==> src/rtl/adaptive_threshold_pkg.sv <==
// Shared constants and the pixel record used by the result write arbiter and its lane FIFOs.
// One package covers the whole adaptive-threshold pipeline, so the lane/coordinate widths are defined in one place.
package adaptive_threshold_pkg;

    localparam int NUM_LANES  = 4;
    localparam int LANE_BITS  = 2;
    localparam int COL_BITS   = 8;
    localparam int ROW_BITS   = 8;
    localparam int FIFO_BITS  = 2;
    localparam int FIFO_DEPTH = 1 << FIFO_BITS;
    localparam int PIX_W      = ROW_BITS + COL_BITS + 1;

    // Field order matches the packed {row, col, data} word held in each lane FIFO.
    typedef struct packed {
        logic [ROW_BITS-1:0] row;
        logic [COL_BITS-1:0] col;
        logic                data;
    } pixel_t;

endpackage

==> src/rtl/lane_fifo.sv <==
// Per-lane synchronous FIFO holding pixel records, with a sticky flag for pushes refused while full.
module lane_fifo
    import adaptive_threshold_pkg::*;
(
    input  logic             clock,
    input  logic             not_reset,
    input  logic             push,
    input  logic             pop,
    input  logic [PIX_W-1:0] din,
    output logic [PIX_W-1:0] dout,
    output logic             full,
    output logic             empty,
    output logic             overflow
);

    localparam logic [FIFO_BITS:0] COUNT_FULL = {1'b1, {FIFO_BITS{1'b0}}};

    logic [PIX_W-1:0]     r_mem [FIFO_DEPTH];
    logic [FIFO_BITS-1:0] r_wr_ptr;
    logic [FIFO_BITS-1:0] r_rd_ptr;
    logic [FIFO_BITS:0]   r_count;
    logic                 r_overflow;
    logic                 w_wr_en;
    logic                 w_rd_en;

    // full/empty come straight from the count register, so ready has no path from push.
    assign full     = (r_count == COUNT_FULL);
    assign empty    = (r_count == '0);
    assign overflow = r_overflow;
    assign w_wr_en  = push & ~full;
    assign w_rd_en  = pop & ~empty;
    assign dout     = r_mem[r_rd_ptr];

    // NOTE: non-blocking assignments make every flop sample pre-edge values, so push and pop
    // in the same edge both see the old count and pointers.
    always_ff @(posedge clock or negedge not_reset) begin
        if (!not_reset) begin
            r_wr_ptr   <= '0;
            r_rd_ptr   <= '0;
            r_count    <= '0;
            r_overflow <= 1'b0;
        end else begin
            if (w_wr_en) r_wr_ptr <= r_wr_ptr + 1'b1;
            if (w_rd_en) r_rd_ptr <= r_rd_ptr + 1'b1;
            case ({w_wr_en, w_rd_en})
                2'b10:   r_count <= r_count + 1'b1;
                2'b01:   r_count <= r_count - 1'b1;
                default: r_count <= r_count;
            endcase
            if (push && full) r_overflow <= 1'b1;
        end
    end

    // NOTE: storage is deliberately not reset; the count gates every read, so stale entries
    // are never observed and the array can map onto plain RAM/flops without reset muxes.
    always_ff @(posedge clock) begin
        if (w_wr_en) r_mem[r_wr_ptr] <= din;
    end

endmodule

==> src/rtl/result_write_arbiter.sv <==
// Merges the box_filter lane pixel streams onto the single display write port through per-lane
// FIFOs and a rotating-priority arbiter that drains one pixel per clock.
module result_write_arbiter
    import adaptive_threshold_pkg::*;
(
    input  logic                          clock,
    input  logic                          not_reset,
    input  logic [NUM_LANES-1:0]          iLaneValid,
    input  logic [NUM_LANES*COL_BITS-1:0] iLaneCol,
    input  logic [NUM_LANES*ROW_BITS-1:0] iLaneRow,
    input  logic [NUM_LANES-1:0]          iLaneData,
    output logic [NUM_LANES-1:0]          oLaneReady,
    output logic [ROW_BITS-1:0]           oX,
    output logic [COL_BITS-1:0]           oY,
    output logic [2:0]                    oR,
    output logic [2:0]                    oG,
    output logic [2:0]                    oB,
    output logic                          oWren,
    output logic [NUM_LANES-1:0]          oOverflow,
    output logic                          oIdle
);

    pixel_t               w_din  [NUM_LANES];
    pixel_t               w_dout [NUM_LANES];
    logic [NUM_LANES-1:0] w_full;
    logic [NUM_LANES-1:0] w_empty;
    logic [NUM_LANES-1:0] w_pop;
    logic                 w_grant_valid;
    logic [LANE_BITS-1:0] w_grant_lane;
    pixel_t               w_sel;

    logic [LANE_BITS-1:0] r_rr;
    logic                 r_wren;
    logic [ROW_BITS-1:0]  r_x;
    logic [COL_BITS-1:0]  r_y;
    logic                 r_data;

    for (genvar i = 0; i < NUM_LANES; i++) begin : g_lane
        assign w_din[i] = {iLaneRow[i*ROW_BITS +: ROW_BITS],
                           iLaneCol[i*COL_BITS +: COL_BITS],
                           iLaneData[i]};
        assign w_pop[i] = w_grant_valid && (w_grant_lane == LANE_BITS'(i));

        lane_fifo u_fifo (
            .clock     (clock),
            .not_reset (not_reset),
            .push      (iLaneValid[i]),
            .pop       (w_pop[i]),
            .din       (w_din[i]),
            .dout      (w_dout[i]),
            .full      (w_full[i]),
            .empty     (w_empty[i]),
            .overflow  (oOverflow[i])
        );
    end

    // Rotating priority: scan from r_rr upward; lane indices wrap naturally in LANE_BITS.
    // NOTE: every variable written here gets a default first, so no path can infer a latch.
    always_comb begin : grant_search
        logic [LANE_BITS-1:0] idx;
        w_grant_valid = 1'b0;
        w_grant_lane  = '0;
        idx           = '0;
        for (int k = 0; k < NUM_LANES; k++) begin
            idx = r_rr + LANE_BITS'(k);
            if (!w_grant_valid && !w_empty[idx]) begin
                w_grant_valid = 1'b1;
                w_grant_lane  = idx;
            end
        end
    end

    assign w_sel = w_dout[w_grant_lane];

    always_ff @(posedge clock or negedge not_reset) begin
        if (!not_reset) begin
            r_rr   <= '0;
            r_wren <= 1'b0;
            r_x    <= '0;
            r_y    <= '0;
            r_data <= 1'b0;
        end else begin
            r_wren <= w_grant_valid;
            if (w_grant_valid) begin
                r_x    <= w_sel.row;
                r_y    <= w_sel.col;
                r_data <= w_sel.data;
                r_rr   <= w_grant_lane + LANE_BITS'(1);
            end
        end
    end

    // The display is transposed: pixel row drives X, pixel column drives Y.
    assign oX         = r_x;
    assign oY         = r_y;
    assign oR         = {3{r_data}};
    assign oG         = {3{r_data}};
    assign oB         = {3{r_data}};
    assign oWren      = r_wren;
    assign oLaneReady = ~w_full;
    assign oIdle      = (&w_empty) & ~r_wren;

endmodule

==> config.mk <==
export PLATFORM = sky130hd
export DESIGN_NAME = result_write_arbiter
export DESIGN_NICKNAME = d
export VERILOG_FILES = /design/src/rtl/adaptive_threshold_pkg.sv /design/src/rtl/lane_fifo.sv /design/src/rtl/result_write_arbiter.sv
export SDC_FILE = /design/constraint.sdc
export NUM_CORES = 1
export LEC_CHECK = 0
export ABC_AREA = 0
export BUFFER_PORTS_ARGS = -buffer_cell sky130_fd_sc_hd__buf_2
export CAP_MARGIN = 20
export CORE_MARGIN = 2
export CORE_UTILIZATION = 60
export CTS_BUF_LIST = sky130_fd_sc_hd__clkbuf_4 sky130_fd_sc_hd__clkbuf_8
export CTS_CLUSTER_DIAMETER = 200
export DETAILED_ROUTE_END_ITERATION = 8
export PLACE_DENSITY = 0.8
export SYNTH_ARGS = -nofsm -noshare
export SYNTH_HDL_FRONTEND = slang
export SYNTH_SLANG_ARGS = --single-unit
==> constraint.sdc <==
create_clock -name clock -period 8.72 [get_ports clock]
set_clock_uncertainty 0.2 [all_clocks]
set_input_delay 1.744 -clock clock [delete_from_list [all_inputs] [get_ports clock]]
set_output_delay 1.744 -clock clock [all_outputs]
set_load 0.05 [all_outputs]
Yosys cells after proc, flatten, opt, wreduce, memory -nomap -nowiden

Memories as Yosys holds them, arrays and structs flattened.
Index checks and enable logic that the tools add are counted.

Flip-flop bits (word level): 52
Memory bits (writable): 272
Input bits: 74
Word-level logic and storage cells: 142
Memories: 4

Memories:

| memory                 | words | bits a word | read ports | clocked after memory_dff | wr ports | line            | text |
|---|---|---|---|---|---|---|---|
| g_lane[0].u_fifo.r_mem | 4     | 17          | 1          | 0                        | 1        | lane_fifo.sv:18 | `logic [PIX_W-1:0] r_mem [FIFO_DEPTH];` |
| g_lane[1].u_fifo.r_mem | 4     | 17          | 1          | 0                        | 1        | lane_fifo.sv:18 |  |
| g_lane[2].u_fifo.r_mem | 4     | 17          | 1          | 0                        | 1        | lane_fifo.sv:18 |  |
| g_lane[3].u_fifo.r_mem | 4     | 17          | 1          | 0                        | 1        | lane_fifo.sv:18 |  |

Add/subtract/negate cells: 20
Order comparisons: 5
Eq/ne operators: 15
Multiplexer cells: 31
Bitwise operators: 20
Reduce and logical (&&, ||, !) cells: 26

Operators by type and width:

| cell                  | number |
|---|---|
| $bmux W17 S2          | 1 |
| $mux W17              | 2 |
| $pmux W3 S2           | 4 |
| $add A2 B1 Y2 const B | 10 |
| $mux W1               | 16 |
| $add A3 B1 Y3 const B | 4 |
| $eq A2 B2 Y1 const B  | 6 |
| $eq A3 B3 Y1 const B  | 4 |
| $logic_not A3 Y1      | 4 |
| $lt A2 B3 Y1 const B  | 4 |
| $sub A3 B1 Y3 const B | 4 |
| $logic_and A1 B1 Y1   | 11 |
| $eq A2 B1 Y1 const B  | 5 |
| $and A1 B1 Y1         | 9 |
| $not A1 Y1            | 9 |
| $bmux W1 S2           | 4 |
| $mux W2               | 4 |
| $reduce_bool A2 Y1    | 4 |
| $logic_not A1 Y1      | 5 |
| $add A2 B2 Y2 const B | 2 |
| $not A4 Y4            | 1 |
| $reduce_and A4 Y1     | 1 |
| $ge A3 B3 Y1 const B  | 1 |
| $not A2 Y3            | 1 |
| $logic_not A2 Y1      | 1 |

Longest topological paths before layout

Depth in word-level cells: 17
Gate-level depth with buffers: 13
Gate-level depth less buffers: 10

Cells and area by module

Synthesis repeated with hierarchy kept, for this count alone.

Cell total of the unflattened synthesis: 708
Area total of the unflattened synthesis: 13402.9 um^2

Modules (own cells, without submodules):

| module               | instances | cells an instance | area an instance (um^2) | seq. area each (um^2) |
|---|---|---|---|---|
| lane_fifo            | 4         | 128               | 2969.1                  | 2242.2 |
| result_write_arbiter | 1         | 196               | 1526.5                  | 500.5 |

Worst setup path after synthesis

Ideal clock, no wire load.

Path kind: register -> output
Start point: register g_lane[0].u_fifo.r_count[2]
End point: output port oIdle
Data arrival time: 1.854 ns
Data required time: 6.776 ns
Slack: 4.922 ns
Cell stages (with the launch flop): 5
Path buffers: 1
Cell sequence: dfrtp_1 nor3_1 nand4_1 clkbuf_1 nor2_1

Longest elaborated chain between the ends: 3

RTL lines:

| item                   | line                        | text |
|---|---|---|
| from (decl)            | lane_fifo.sv:21             | `logic [FIFO_BITS:0] r_count;` |
| from (signal assigned) | lane_fifo.sv:46             | `2'b10: r_count <= r_count + 1'b1;` |
| from (signal assigned) | lane_fifo.sv:47             | `2'b01: r_count <= r_count - 1'b1;` |
| from (signal assigned) | lane_fifo.sv:48             | `default: r_count <= r_count;` |
| $logic_not A3 Y1       | lane_fifo.sv:28             | `assign empty = (r_count == '0);` |
| $reduce_and A4 Y1      | result_write_arbiter.sv:101 | `assign oIdle = (&w_empty) & ~r_wren;` |
| $and A1 B1 Y1          | result_write_arbiter.sv:101 |  |
| to (decl)              | result_write_arbiter.sv:20  | `output logic oIdle` |

No other way between the ends.

Worst setup path after layout

Ends and elaborated chain as after synthesis.

==> impl_metrics.env <==
export IMPL_outcome="completed"
export IMPL_finalWirelength_um=26100
export IMPL_cts_reportedPaths_clkPinSlew_ns=0.06
export IMPL_cp_cell_sequence="nor3_1, nand4_1, nor2_1, buf_2"
export IMPL_r2r_slack_ns=4.99
export IMPL_drt_pass1_iter_count=5
export IMPL_ys_seq_elements=324
export IMPL_fp_coreArea_sq_um=21700
export IMPL_synthTopCellsByArea="edfxtp_1 (62%), mux4_2 (12%), dfrtp_1 (9.9%)"
export IMPL_grt_use_met2_pct=38.5
export IMPL_met1_usage_pct=30.3
export IMPL_reg2reg_depth=10
export IMPL_worstSetupPathType="reg -> out"
export IMPL_synth_seq_area_share_pct=72.0
export IMPL_hold_end="g_lane[3].u_fifo.overflow"
export IMPL_worst_slew_margin_rel_pct=31.1
export IMPL_hold_slack_ns=0.284
export IMPL_drive_gt1_share_pct=33.7
export IMPL_synthArstFlopShare_pct=16.0
export IMPL_rsz0062_at_grt="false"
export IMPL_p_per_area_nw_per_um2=385
export IMPL_vdd_ir_drop_max_v=0.000187
export IMPL_min_period_ns=4.96
export IMPL_drv_slew=0
export IMPL_cts_resized=0
export IMPL_netlist_area_sq_um=13100
export IMPL_vias=6709
export IMPL_die_w_um=152
export IMPL_clk_latency_ns=0.55
export IMPL_clock_path_buffers=3
export IMPL_routed_via_density=6.06
export IMPL_worstPathMaxFanout=22
export IMPL_grt_ovfl_total=0
export IMPL_drt_iter0_markers=494
export IMPL_io_buffers=108
export IMPL_grt_max_degree=53
export IMPL_min_delay_start="g_lane[3].u_fifo.overflow"
export IMPL_ant_nets=0
export IMPL_antenna_found_initial=1
export IMPL_hp_class="reg -> reg"
export IMPL_cts_tree="yes"
export IMPL_critical_path_slowest_cell="nand4_1"
export IMPL_synthesis_nets=770
export IMPL_gp_congestion=0.872
export IMPL_syn_area_per_cell_sq_um=19.6
export IMPL_postSynthCellCount=672
export IMPL_h_tree_depth=2
export IMPL_min_period_over_period_pct=56.9
export IMPL_cp_data_required_time_ns=6.78
export IMPL_synth_edff_count=272
export IMPL_ctsHoldBuffers=0
export IMPL_leakage_nw=5.32
export IMPL_cap_viol_max_count=0
export IMPL_fin_nets=889
export IMPL_hold_violations=0
export IMPL_fmax_mhz=201
export IMPL_grt_pass1_vias=6968
export IMPL_setup_worst_path_end_class="primary output"
export IMPL_syn_to_final_growth_pct=12.8
export IMPL_clockRootBuffer="clkbuf_8"
export IMPL_hpwl_um=17700
export IMPL_r2r_end="g_lane[1].u_fifo.r_count[2]"
export IMPL_num_rows=54
export IMPL_clkSinkCount=324
export IMPL_holdPathStages=1
export IMPL_die_h_um=152
export IMPL_yosysUniqueCellTypes=45
export IMPL_final_cell_mix="edfxtp_1 (272), buf_2 (108), mux4_2 (68)"
export IMPL_die_area_sq_um=23100
export IMPL_cp_start_kind="register"
export IMPL_ys_warn_count=0
export IMPL_worst_pin_slew_ns=1.03
export IMPL_io_pins=109
export IMPL_cpPeakStageDelay_ns=0.81
export IMPL_rr_startpoint="r_rr[1]"
export IMPL_met3_usage_pct=4.82
export IMPL_final_common_cell="edfxtp_1"
export IMPL_detail_route_wl_per_cell_um=23.5
export IMPL_grt_first_pass_wirelength_um=40100
export IMPL_synth_top_area_share_pct=62.1
export IMPL_grt_usage_pct=22.7
export IMPL_finalSetupViolations=0
export IMPL_critPathArrivalTime_ns=3.02
export IMPL_drc=0
export IMPL_cts_buffers=49
export IMPL_busiest_layer="met2"
export IMPL_fin_setup_tns_ns=0
export IMPL_synth_largest_area_cell="edfxtp_1"
export IMPL_initial_core_util_pct=60.6
export IMPL_cts_setup_buffers=0
export IMPL_ys_flop_type="edfxtp_1"
## layout make-up
class,count,area (sq um)
Antenna cell,1,2.50
Clock buffer,63,786
Clock inverter,23,181
Fill cell,1367,6870
Inverter,21,78.8
Multi-Input combinational cell,280,3330
Sequential cell,324,9470
Tap cell,280,350
Timing Repair Buffer,115,628
## through the flow
| stage | area, sq um | utilization, % | cells | worst slack (ns) | power (W) |
|---|---|---|---|---|---|
| finish | 14800 | 68.3 | 1107 | 3.76 | 0.00571 |
| global route | 14800 | 68.3 | 1106 | 3.54 | 0.00599 |
| CTS | 14800 | 68.2 | 1104 | 3.75 | 0.00575 |
| detailed placement | 13800 | 63.8 | 1018 | 4.33 | 0.00451 |
| global placement | 13800 | 63.6 | 1016 | 4.41 | 0.00437 |
| floorplan | 13100 | - | 672 | 4.92 | 0.00395 |
## sequential cells by signal (all words and copies together), names as in the netlist
signal	flops
g_lane.u_fifo.r_rd_ptr	8
oY	8
oX	8
oWren	1
g_lane.u_fifo.r_wr_ptr	8
g_lane.u_fifo.r_mem	272
r_rr	2
r_data	1
g_lane.u_fifo.overflow	4
g_lane.u_fifo.r_count	12
## logic make-up (layout without fill, tap and decap cells)
| family | count (synthesis) | count (layout) | share of synthesized area (%) |
|---|---|---|---|
| XOR/XNOR | 24 | 24 | 1.60 |
| multiplexers | 92 | 92 | 13.7 |
| other | 0 | 1 | 0 |
| AO/OA/AOI/OAI | 47 | 47 | 3.33 |
| adder cells (fa/ha/maj) | 24 | 24 | 2.51 |
| AND/OR/NAND/NOR | 93 | 93 | 4.19 |
| buffers and inverters | 68 | 222 | 2.64 |
| flip-flops | 324 | 324 | 72.0 |
## synthesized netlist by cell type (all sizes together) (9+ instances only)
cell      n
edfxtp  272
mux4     68
dfrtp    52
buf      30
inv      21
mux2     21
ha       20
nand3    20
nand4    18
clkbuf   17
o221a    17
o31ai    17
and3     16
nor2     13
xor2     13
xnor2    11
nand2     9
## power breakdown
part / total, W / internal (W) / switching [W] / leakage [nW]
registers: 0.00239 / 0.00211 / 0.000280 / 3.08
clock network: 0.00122 / 0.000678 / 0.000542 / 0.509
logic: 0.00210 / 0.000863 / 0.00124 / 1.73
## worst max path at each step
stage	from	to	slack, ns
finish	g_lane[0].u_fifo.r_count[2]	oIdle	3.76
global route	g_lane[0].u_fifo.r_count[2]	oIdle	3.54
CTS	g_lane[0].u_fifo.r_count[2]	oIdle	3.75
detailed placement	g_lane[0].u_fifo.r_count[2]	oIdle	4.33
global placement	g_lane[0].u_fifo.r_count[2]	oIdle	4.41
floorplan	g_lane[0].u_fifo.r_count[2]	oIdle	4.92
## worst max-delay path, delay by kind of cell, from the launching register on
| family | cells | cell delay [ns] |
|---|---|---|
| buffers and inverters | 1 | 0.34 |
| flip-flops | 1 | 0.45 |
| AND/OR/NAND/NOR | 3 | 1.67 |
## layer usage
layer  vias to the layer above  share of wire, %
met5                         -                 0
met4                         0               2.0
met3                        34               6.6
met2                       250                51
met1                      3474                40
li1                       2951                 -
Note: power is estimated with default switching activity, not from simulation.
